--- config.mk ---
export PLATFORM = sky130hd
export DESIGN_NAME = dmem_arbiter
export DESIGN_NICKNAME = d
export VERILOG_FILES = /design/src/rtl/dmem_pkg.sv /design/src/rtl/rr_arb2.sv /design/src/rtl/dmem_arbiter.sv
export SDC_FILE = /design/constraint.sdc
export NUM_CORES = 1
export LEC_CHECK = 0
export ABC_AREA = 1
export BUFFER_PORTS_ARGS = -buffer_cell sky130_fd_sc_hd__buf_2
export CAP_MARGIN = 5
export CORE_AREA = 2 2 118 120
export DETAILED_ROUTE_END_ITERATION = 12
export DIE_AREA = 0 0 120 122
export PLACE_DENSITY = 0.74
export REMOVE_ABC_BUFFERS = 1
export SLEW_MARGIN = 20
export SYNTH_ARGS = -nofsm -noshare
export SYNTH_HDL_FRONTEND = slang
export SYNTH_SLANG_ARGS = --single-unit
--- constraint.sdc ---
create_clock -name clk -period 3.1 [get_ports clk]
set_input_delay 0.775 -clock clk [delete_from_list [all_inputs] [get_ports clk]]
set_output_delay 0.775 -clock clk [all_outputs]
set_load 0.01 [all_outputs]
--- src/rtl/dmem_pkg.sv ---
// Shared definitions for the data-memory arbiter: lock FSM encoding,
// port index constants and the per-state grant mask.
package dmem_pkg;

   // Lock state machine: ARB arbitrates freely, LOCKn reserves the memory for port n
   typedef enum logic [1:0] {
      ARB   = 2'd0,
      LOCK0 = 2'd1,
      LOCK1 = 2'd2
   } state_t;

   // Port indices, also used as the last-grant pointer value
   localparam logic P0 = 1'b0;
   localparam logic P1 = 1'b1;

   // Which ports may be granted in a given lock state (bit n = port n)
   function automatic logic [1:0] lock_mask(input state_t s);
      case (s)
         LOCK0:   return 2'b01;
         LOCK1:   return 2'b10;
         default: return 2'b11;
      endcase
   endfunction

endpackage

--- src/rtl/rr_arb2.sv ---
// Two-input grant picker. Requests are first filtered by an enable mask
// (used by the lock FSM to exclude the non-owning port). On a tie the
// winner is either port 0 (fixed priority) or the port that did not win
// last (round-robin). The last-grant pointer lives here and advances on
// every grant, since a grant is always an accepted transfer.
module rr_arb2
   import dmem_pkg::*;
#(
   parameter int FIXED_PRIO = 0
) (
   input  logic       clk,
   input  logic       reset,
   input  logic [1:0] req,
   input  logic [1:0] en,
   output logic [1:0] gnt
);

   logic       last;
   logic [1:0] elig;

   assign elig = req & en;

   // Pick at most one winner among the eligible requesters
   always_comb begin
      gnt = 2'b00;
      if (elig == 2'b11) begin
         if ((FIXED_PRIO != 0) || (last == P1)) begin
            gnt = 2'b01;
         end else begin
            gnt = 2'b10;
         end
      end else begin
         gnt = elig;
      end
   end

   // Remember the most recent winner; reset points at port 1 so port 0 wins the first tie
   always_ff @(posedge clk or negedge reset) begin
      if (!reset) begin
         last <= P1;
      end else if (gnt[0]) begin
         last <= P0;
      end else if (gnt[1]) begin
         last <= P1;
      end
   end

endmodule

--- src/rtl/dmem_arbiter.sv ---
// Data-memory arbiter between the core load/store unit (port 0) and the
// debug/DMA loader (port 1).
//
// Handshake: a master raises mN_req and holds its fields stable until it sees
// mN_gnt; the transfer is accepted in the cycle where req and gnt are both 1.
// gnt is combinational, at most one port is granted per cycle, and gnt is
// never raised without req. Exactly one cycle after acceptance that port's
// rvalid pulses for one cycle with rdata/err; a new transfer may be accepted
// every cycle.
//
// Accesses with a misaligned or out-of-range address are still granted but
// never reach the memory (mem_we/mem_a/mem_wd held at 0); they answer with
// err=1 and rdata=0. A locked access moves the FSM to LOCKn so that only
// port n can be granted until it issues an unlocked (or faulting) access.
module dmem_arbiter
   import dmem_pkg::*;
#(
   parameter int WIDTH      = 32,
   parameter int DEPTH      = 8,
   parameter int FIXED_PRIO = 0
) (
   input  logic             clk,
   input  logic             reset,
   // port 0: core load/store unit
   input  logic             m0_req,
   input  logic             m0_we,
   input  logic [WIDTH-1:0] m0_addr,
   input  logic [WIDTH-1:0] m0_wdata,
   input  logic             m0_lock,
   output logic             m0_gnt,
   output logic             m0_rvalid,
   output logic [WIDTH-1:0] m0_rdata,
   output logic             m0_err,
   // port 1: debug / DMA loader
   input  logic             m1_req,
   input  logic             m1_we,
   input  logic [WIDTH-1:0] m1_addr,
   input  logic [WIDTH-1:0] m1_wdata,
   input  logic             m1_lock,
   output logic             m1_gnt,
   output logic             m1_rvalid,
   output logic [WIDTH-1:0] m1_rdata,
   output logic             m1_err,
   // single-port data memory
   output logic             mem_we,
   output logic [WIDTH-1:0] mem_a,
   output logic [WIDTH-1:0] mem_wd,
   input  logic [WIDTH-1:0] mem_rd,
   // lock FSM state, for observation
   output state_t           dbg_state
);

   // Number of words expressed in word-address width, for the range check
   localparam logic [WIDTH-3:0] DEPTH_W = (WIDTH-2)'(DEPTH);

   state_t           state;
   logic [1:0]       req;
   logic [1:0]       en;
   logic [1:0]       gnt;
   logic             acc;
   logic             sel;
   logic             sel_we;
   logic             sel_lock;
   logic             sel_err;
   logic [WIDTH-1:0] sel_addr;
   logic [WIDTH-1:0] sel_wdata;

   assign req       = {m1_req, m0_req};
   assign en        = lock_mask(state);
   assign dbg_state = state;

   rr_arb2 #(
      .FIXED_PRIO(FIXED_PRIO)
   ) u_arb (
      .clk  (clk),
      .reset(reset),
      .req  (req),
      .en   (en),
      .gnt  (gnt)
   );

   assign acc    = gnt[0] | gnt[1];
   assign sel    = gnt[1];
   assign m0_gnt = gnt[0];
   assign m1_gnt = gnt[1];

   // Route the winning port's transfer fields
   always_comb begin
      sel_we    = m0_we;
      sel_lock  = m0_lock;
      sel_addr  = m0_addr;
      sel_wdata = m0_wdata;
      if (sel == P1) begin
         sel_we    = m1_we;
         sel_lock  = m1_lock;
         sel_addr  = m1_addr;
         sel_wdata = m1_wdata;
      end
   end

   // Word alignment and range check on the selected address
   assign sel_err = (sel_addr[1:0] != 2'b00) || (sel_addr[WIDTH-1:2] >= DEPTH_W);

   // Drive the memory only for a granted, well-formed access
   always_comb begin
      mem_we = 1'b0;
      mem_a  = '0;
      mem_wd = '0;
      if (acc && !sel_err) begin
         mem_we = sel_we;
         mem_a  = sel_addr;
         mem_wd = sel_wdata;
      end
   end

   // Lock FSM: enter LOCKn on a clean locked access, leave on unlocked or faulting access
   always_ff @(posedge clk or negedge reset) begin
      if (!reset) begin
         state <= ARB;
      end else if (acc) begin
         case (state)
            ARB: begin
               if (sel_lock && !sel_err) begin
                  state <= (sel == P1) ? LOCK1 : LOCK0;
               end
            end
            LOCK0, LOCK1: begin
               if (!sel_lock || sel_err) begin
                  state <= ARB;
               end
            end
            default: state <= ARB;
         endcase
      end
   end

   // Port 0 response: one-cycle pulse; data only for a clean read
   always_ff @(posedge clk or negedge reset) begin
      if (!reset) begin
         m0_rvalid <= 1'b0;
         m0_err    <= 1'b0;
         m0_rdata  <= '0;
      end else begin
         m0_rvalid <= gnt[0];
         m0_err    <= gnt[0] & sel_err;
         m0_rdata  <= (gnt[0] && !sel_err && !sel_we) ? mem_rd : '0;
      end
   end

   // Port 1 response: one-cycle pulse; data only for a clean read
   always_ff @(posedge clk or negedge reset) begin
      if (!reset) begin
         m1_rvalid <= 1'b0;
         m1_err    <= 1'b0;
         m1_rdata  <= '0;
      end else begin
         m1_rvalid <= gnt[1];
         m1_err    <= gnt[1] & sel_err;
         m1_rdata  <= (gnt[1] && !sel_err && !sel_we) ? mem_rd : '0;
      end
   end

   // Structural properties of the grant path
   a_one_hot_gnt : assert property (@(posedge clk) disable iff (!reset) !(gnt[0] && gnt[1]));
   a_gnt0_needs_req : assert property (@(posedge clk) disable iff (!reset) gnt[0] |-> m0_req);
   a_gnt1_needs_req : assert property (@(posedge clk) disable iff (!reset) gnt[1] |-> m1_req);
   a_err_no_write : assert property (@(posedge clk) disable iff (!reset) (acc && sel_err) |-> !mem_we);

endmodule

[Yosys cells after proc, flatten, opt, wreduce, memory -nomap -nowiden]
Index checks and enable logic that the tools add are counted.
Storage, ports and cells
  output and inout bits: 137
  register bits: 71
  word-level logic and storage cells: 52
  input bits: 168
Cells by class
  magnitude comparators: 1
  reduce and logical (&&, ||, !) cells: 16
  bitwise operators: 4
  multiplexer cells: 18
  eq/ne operators: 5
Operators by type and width (number)
  $mux W32: 6
  $ge A30 B4 Y1 const B: 1
  $mux W2: 5
  $pmux W2 S2: 2
  $logic_and A1 B1 Y1: 6
  $mux W1: 5
  $eq A2 B2 Y1 const B: 2
  $ne A2 B2 Y1 const B: 2
  $reduce_bool A2 Y1: 2
  $logic_not A1 Y1: 3
  $reduce_and A3 Y1: 1
  $and A1 B1 Y1: 2
  $and A2 B2 Y2: 1
  $eq A2 B1 Y1 const B: 1
  $logic_not A2 Y1: 1
  $logic_or A1 B1 Y1: 2
  $reduce_or A2 Y1: 1
  $or A1 B1 Y1: 1

[Depth between registers and ports, before layout]
Gate-level depths: netlist (run 1).
  depth in word-level cells: 12
  mapped depth: 17
  mapped depth without buffers: 16

[By module]
Synthesis (run 1) repeated with hierarchy kept, for this count alone.
Unflattened totals
  cell total of the unflattened synthesis: 505
  area total of the unflattened synthesis: 3906.2 um^2
Modules (own cells, without submodules)
  dmem_arbiter: area each 3832.4 um^2, seq. area each 1751.7 um^2, times used 1, cells each 492
  rr_arb2: area each 73.8 um^2, seq. area each 26.3 um^2, times used 1, cells each 13

[Worst setup path before layout (run 1)]
Ideal clock, no wire load.
  path kind: input to output
  from: input m1_req
  to: output mem_wd[14]
  cell stages on the path: 13
  setup slack: 0.055 ns
  arrival time: 2.270 ns
  buffers on the path: 3
  required time: 2.325 ns
  path through: inv_1 nor2_4 buf_4 buf_6 nand3_1 nand2_1 nand3_1 nor2_1 nand2_1 nor2_4 nand3_4 buf_6 a21oi_1
On the way
  cells in the longest elaborated chain, start to end: 9
  elaborated cells on any way between the ends: 12
  classes of those cells: order compare: 1; eq/ne: 1; mux: 4; bitwise: 2; reduce/logical: 4
Ends and longest elaborated chain
  start: declaration: line dmem_arbiter.sv:35  | input logic m1_req,
  $and A2 B2 Y2 (*): line rr_arb2.sv:21  | assign elig = req & en;
  $eq A2 B2 Y1: line rr_arb2.sv:26  | if (elig == 2'b11) begin
  $mux W2 (*): line rr_arb2.sv:26
  $mux W32: line dmem_arbiter.sv:93  | if (sel == P1) begin
  $ge A30 B4 Y1 / $reduce_bool A2 Y1 (equally long branches): line dmem_arbiter.sv:102  | assign sel_err = (sel_addr[1:0] != 2'b00) || (sel_addr[WIDTH-1:2] >= DEPTH_W);
  $logic_or A1 B1 Y1: line dmem_arbiter.sv:102
  $logic_not A1 Y1: line dmem_arbiter.sv:109  | if (acc && !sel_err) begin
  $logic_and A1 B1 Y1: line dmem_arbiter.sv:109
  $mux W32 (*): line dmem_arbiter.sv:109
  end: declaration: line dmem_arbiter.sv:47  | output logic [WIDTH-1:0] mem_wd,
Every way passes the cells marked *; elsewhere a longest branch is shown, timed or not.

[Worst setup path in the final report (run 1)]
  from: register state[1] (netlist: dbg_state[1])
  to: output mem_wd[15]
On the way
  cells in the longest elaborated chain, start to end: 11
  elaborated cells on any way between the ends: 15
  classes of those cells: order compare: 1; eq/ne: 3; mux: 5; bitwise: 2; reduce/logical: 4
Ends and longest elaborated chain
  start: declaration: line dmem_arbiter.sv:56  | state_t state;
  start signal: assignment: line dmem_arbiter.sv:124  | state <= (sel == P1) ? LOCK1 : LOCK0;
  $eq A2 B2 Y1 / $eq A2 B1 Y1 (equally long branches): line dmem_pkg.sv:18  | case (s)
  $pmux W2 S2 (*): line dmem_pkg.sv:18
  $and A2 B2 Y2 (*): line rr_arb2.sv:21
  $eq A2 B2 Y1: line rr_arb2.sv:26
  $mux W2 (*): line rr_arb2.sv:26
  $mux W32: line dmem_arbiter.sv:93
  $ge A30 B4 Y1 / $reduce_bool A2 Y1 (equally long branches): line dmem_arbiter.sv:102
  $logic_or A1 B1 Y1: line dmem_arbiter.sv:102
  $logic_not A1 Y1: line dmem_arbiter.sv:109
  $logic_and A1 B1 Y1: line dmem_arbiter.sv:109
  $mux W32 (*): line dmem_arbiter.sv:109
Marked as above.

==> out/results.txt, run 1 <==
Status: finished, violations left
Failing checks: setup timing
FF+latch count, synth: 71
Largest area contributor in the netlist: dfrtp_1
Post-route setup slack: -0.2846 ns
Vias in the first global route: 3864
Layout area overhead: 57.18%
Synth Area in XOR/XNOR: 0%
Min Tclk post-route: 3.385 ns
Worst R2R End: m1_rdata[14]
Most frequent cells in the layout: 273 x buf_2, 149 x nand2_1, 75 x nor2_1
Finished Layout Cells: 977
Initial DRT Pass Iterations: 4
Die height: 122 um
YS warnings: 0
Setup violators final: 36
Die ar.: 0.01464 sq mm
Synth Area in Adders: 0.9702%
Mapped Cells: 498
Post-synthesis mux area share: 0%
Synth Area in Simple Gates: 29.27%
Fmax: 0.2955 GHz
Clock Latency Late Sink: 0.32 ns
Commonest non-fill, non-tap cell in the layout: buf_2
Ports: 305
Clock buffer depth: 2
Placed Instances: 950
CTS H-tree lvls: 3
Per-cell routed wire length: 13.56 um
Initial Util: 28.65%
Routed wire length: 13250 um
Power per Cell Area: 535.3 mW/mm^2
Post-synthesis sequential area ratio: 45.96%
Reg2reg start: dbg_state[1]
Pins over their slew limit: 0
Overflow left after global routing: 0
Placed cell areas: 0.005406 sq mm
Max-cap violations: 0
Largest net degree at the start of global routing: 37
Leakage Power: 3.751 nW
Max Fanout on Critical Path: 7
Compound-Gate Fraction of Synth Area: 8.312%
CP Capture Type: output port
Met1 usage: 20.44%
Layout cells sized above 1: 47.86%
Hold Fails Final Rpt: 0
Mapped Avg Cell Area: 7.768 sq um
Clock sinks: 71
Worst VDD drop: 0.0002214 V
CTS tree: done
Post-route ant nets: 0
Final setup TNS: -7.976 ns
Reg2Reg Setup Slack: 0.59 ns
Hold Crit Class: in2async
Initial DRC count: 217
Post-route cell area: 0.006081 sq mm
Global-route wire length before repair: 19350 um
RSZ-0062 raised after global routing: yes
Placeable core region: 0.01350 sq mm
Initial antenna violation count: 2
Routing usage on met2: 29.05%
Num CTS Buffers: 9
CTS clk-pin slew, worst paths: 0.05 ns
I/O Buffers: 275
Synth cell types: 24
Cell Area, Synth: 0.003869 sq mm
DRC: 0
Synth top area cells: dfrtp_1 45%, nand2_1 15%, nor2_1 7.5%
Met3 usage: 4.588%
Busiest grt layer: met2
Routability cong.: 0.8727
GRT Total Usage: 17.14%
Final hold slack: 0.4128 ns
DR vias/cell: 4.236
Main combinational cell family by area after synthesis: simple AND/OR/NAND/NOR gates
Tcrit/Tclk final: 109.2%
CP required: 2.32 ns
CTS Hold Bufs: 0
Worst setup SP type: flop
Worst Skew: 0.004193 ns
Vias: 4139
Setup Crit Path Kind: reg2out
Nets@finish: 963
Area share of the largest cell type after synthesis: 45.28%
Crit path arrival time: 2.61 ns
Reg2Reg Depth: 17
Die Wd: 120 um
Rows: 43
Root buf cell: clkbuf_16
DP Wirelength: 10290 um
-- cells in the mapped netlist, drive strengths merged --
| cell | instances |
|---|---|
| conb | 1 |
| nand2 | 154 |
| o21ai | 7 |
| ha | 3 |
| nand3 | 7 |
| dfstp | 1 |
| nand3b | 16 |
| a21oi | 37 |
| nand4 | 5 |
| dfrtp | 70 |
| nor2 | 80 |
| inv | 65 |
| buf | 46 |
| clkbuf | 6 |
-- final cells by class --
class	instances	area (sq um)
timing repair buffer	307	1767
sequential	71	1779
tap	180	225.2
clock buffer	12	256.5
clock inverter	3	90.09
multi-input combinational	338	1714
antenna	1	2.502
fill	1327	7423
inverter	65	246.5
-- registers in the layout, summed over array words and instances (netlist names) --
signal / count
u_arb.last: 1
m0_rdata: 32
m1_rdata: 32
m0_err: 1
m1_rvalid: 1
dbg_state: 2
m1_err: 1
m0_rvalid: 1
-- worst max-delay path by stage --
stage	slack [ns]	from	to	cells after the start
after floorplan	-0.72	dbg_state[0]	mem_wd[0]	13
after global placement	-0.43	m1_req	mem_wd[14]	14
after detailed placement	-0.42	m1_req	mem_wd[14]	14
after CTS	-0.28	dbg_state[1]	mem_wd[20]	17
after global routing	-0.46	dbg_state[1]	mem_wd[22]	17
final	-0.28	dbg_state[1]	mem_wd[15]	17
-- logic make-up (layout without fill, tap and decap cells) --
kind of cell,count (synthesis),after routing
compound gates,44,44
fa+ha+maj,3,3
buf+inv,117,387
flops,71,71
other cells,1,30
simple gates,262,262
-- where the power goes --
group | switching (mW) | total (mW) | internal (mW)
clock | 0.342 | 1.17 | 0.825
combinational | 0.662 | 1.09 | 0.428
sequential | 0.0301 | 0.998 | 0.968
-- timing repair --
item / 4_1_cts / 5_1_grt
setup endpoints to repair: 36 / 36
cloned: 3 / 1
hold endpoints to repair: 0 / 0
pin swaps: 0 / 2
setup buffers: 6 / 1
resized for setup: 33 / 11
-- metal layers --
| metal | routed length (um) | vias to the layer above |
|---|---|---|
| met5 | 7 | - |
| met4 | 350 | 2 |
| met3 | 1200 | 24 |
| met2 | 6496 | 220 |
| met1 | 5193 | 1867 |
| li1 | - | 2026 |
-- stage by stage --
stage | worst slack (ns) | utilization (%) | power (mW)
floorplan | -0.7159 | - | 1.533
global placement | -0.4271 | 40.04 | 1.953
detailed placement | -0.4245 | 40.04 | 1.949
CTS | -0.2778 | 44.42 | 3.260
global route | -0.4610 | 45.03 | 3.445
finish | -0.2846 | 45.03 | 3.255
-- worst max-delay path: stages (launching register included) --
cell and delay [ns]:
dfrtp_1 0.42, buf_6 0.14, ha_4 0.15, inv_4 0.05, nand3_4 0.09, nand2_8 0.13
buf_6 0.14, nand2_2 0.05, nand2_2 0.06, nand3_2 0.05, nor2_1 0.09, nand2_1 0.09
nor2_4 0.14, nand3_4 0.11, buf_12 0.16, clkbuf_16 0.16, a21oi_4 0.12, buf_6 0.12
No activity file was read; power rests on OpenSTA's default activity.
==> run 2, diff against run 1 <==
--- a/config.mk
+++ b/config.mk
@@ -12,6 +12,7 @@
 export DETAILED_ROUTE_END_ITERATION = 12
 export DIE_AREA = 0 0 120 122
 export PLACE_DENSITY = 0.74
+export RECOVER_POWER = 50
 export REMOVE_ABC_BUFFERS = 1
 export SLEW_MARGIN = 20
 export SYNTH_ARGS = -nofsm -noshare
==> run 2 against run 1 <==
The flow still finishes with violations (setup timing). Global-route usage unchanged. Non-clock buffer count did not move. Total power hardly changed. Fmax is essentially flat. Die area unchanged. Final cell count unchanged. Hold slack better by 0.13 ns. Clock power about the same. Flip-flop and latch count unchanged. Clock-buffer cell count is the same. Critical endpoint unchanged. Largest cell class unchanged.
==> out/results.txt, run 2 (synthesis gave the netlist of run 1 again) <==
Crit path arrival time: 2.61 ns (about the same)
Finished Layout Cells: 977 (unchanged)
Setup violators final: 36 (unchanged)
Hold Fails Final Rpt: 0 (unchanged)
Worst Tran Pin Value: 1.371 ns
Placed cell areas: 0.005406 sq mm (unchanged)
Initial DRT Pass Iterations: 4 (unchanged)
RSZ-0062 raised after global routing: yes
Per-cell routed wire length: 13.54 um (-0.15%)
Reg2reg start: dbg_state[1]
Initial DRC count: 225 (+3.7%)
CP Launch Point: dbg_state[1]
Placed Instances: 950 (unchanged)
Pins over their slew limit: 0 (unchanged)
Rows: 43 (unchanged)
GRT Total Usage: 17.14% (unchanged)
Min Tclk post-route: 3.382 ns (-0.002551 ns)
Routability cong.: 0.8727 (unchanged)
Global-route wire length before repair: 19350 um (unchanged)
Routed wire length: 13230 um (-0.15%)
CP required: 2.32 ns (about the same)
Worst Skew: 0.003173 ns (-0.001020 ns)
Worst slew margin: 8.596%
Num CTS Buffers: 9 (unchanged)
Layout cells sized above 1: 47.49% (-0.38 points)
Commonest non-fill, non-tap cell in the layout: buf_2
Post-route cell area: 0.006072 sq mm (-0.14%)
Power per Cell Area: 535.9 mW/mm^2 (+0.12%)
Setup Crit Path Kind: reg2out
Overflow left after global routing: 0 (unchanged)
Die height: 122 um (unchanged)
Layout area overhead: 56.95%
Nets@finish: 963 (unchanged)
Root buf cell: clkbuf_16
Initial antenna violation count: 2 (unchanged)
Die Wd: 120 um (unchanged)
Pre-CTS WS: -0.4245 ns (unchanged)
Hold Crit Class: reg2reg
Leakage Power: 3.741 nW (-0.27%)
Clock Latency Late Sink: 0.32 ns (about the same)
Fmax: 0.2957 GHz (about the same)
CTS tree: done
Final hold slack: 0.5464 ns (+0.1336 ns)
Final setup TNS: -7.882 ns (+0.09349 ns)
Ports: 305 (unchanged)
Max Fanout on Critical Path: 7 (unchanged)
Post-route ant nets: 0 (unchanged)
CP Capture Type: output port
DR vias/cell: 4.235 (about the same)
Initial Util: 28.65% (unchanged)
Worst VDD drop: 0.0002215 V (about the same)
CTS H-tree lvls: 3 (unchanged)
Tcrit/Tclk final: 109.1% (about the same)
Final core occ: 44.96% (-0.065 points)
Placeable core region: 0.01350 sq mm (unchanged)
Worst setup SP type: flop
Post-route setup slack: -0.2820 ns (+0.002551 ns)
I/O Buffers: 275 (unchanged)
Hold wc startpoint: u_arb.last
Vias: 4138 (-0.024%)
Largest net degree at the start of global routing: 37 (unchanged)
CTS Hold Bufs: 0 (unchanged)
CTS clk-pin slew, worst paths: 0.05 ns (about the same)
DP Wirelength: 10290 um (unchanged)
Most frequent cells in the layout: 272 x buf_2, 149 x nand2_1, 75 x nor2_1
Clock buffer depth: 2 (unchanged)
Clock sinks: 71 (unchanged)
Failing checks: setup timing
Vias in the first global route: 3864 (unchanged)
Max-cap violations: 0 (unchanged)
DRC: 0 (unchanged)
Tot Pwr: 3.254 mW (about the same)
Status: finished, violations left
Die ar.: 0.01464 sq mm (unchanged)
[run 2: path summary, 6_finish.rpt]
kind	end	slack (ns)	cells past startpoint
min in group asynchronous	m1_rdata[3]	0.66	1
max in group asynchronous	dbg_state[0]	0.52	2
hold reg to reg	u_arb.last	0.55	2
setup / recovery	mem_wd[15]	-0.28	17
hold / removal	u_arb.last	0.55	2
setup reg to reg	m1_rdata[14]	0.59	17
[run 2: layout make-up]
class	instances	area, sq um
Timing Repair Buffer	307	1758
Sequential cell	71	1779
Inverter	65	246.5
Clock inverter	3	90.09
Multi-Input combinational cell	338	1714
Antenna cell	1	2.502
Fill cell	1332	7432
Clock buffer	12	256.5
Tap cell	180	225.2
[run 2: where the power goes]
group	internal [mW]	leakage, nW	switching [mW]
Sequential	0.968	0.980	0.0302
Clock	0.825	0.169	0.344
Combinational	0.427	2.59	0.661
Total	2.22	3.74	1.03
[run 2: routing by layer]
layer / track usage (%) / vias up / part of all wire [%]
li1: - / 2026 / -
met1: 20.44 / 1853 / 39
met2: 29.05 / 232 / 49
met3: 4.588 / 25 / 9.8
met4: 7.500 / 2 / 2.7
met5: 0 / - / 0.053
[run 2: critical path: stages, from the launching register on]
cell	delay, ns
dfrtp_1	0.42
buf_6	0.14
ha_4	0.15
inv_4	0.05
nand3_4	0.09
nand2_8	0.13
buf_6	0.14
nand2_2	0.05
nand2_2	0.06
nand3_2	0.05
nor2_1	0.09
nand2_1	0.09
nor2_4	0.14
nand3_4	0.11
buf_12	0.16
clkbuf_16	0.16
a21oi_4	0.12
buf_6	0.12
[run 2: repair_timing]
action / CTS / global route
endpoints found under the setup margin: 36 / 36
cloned: 3 / 1
resized for setup: 33 / 11
pin swaps: 0 / 2
hold endpoints to repair: 0 / 0
buffers inserted: 6 / 1
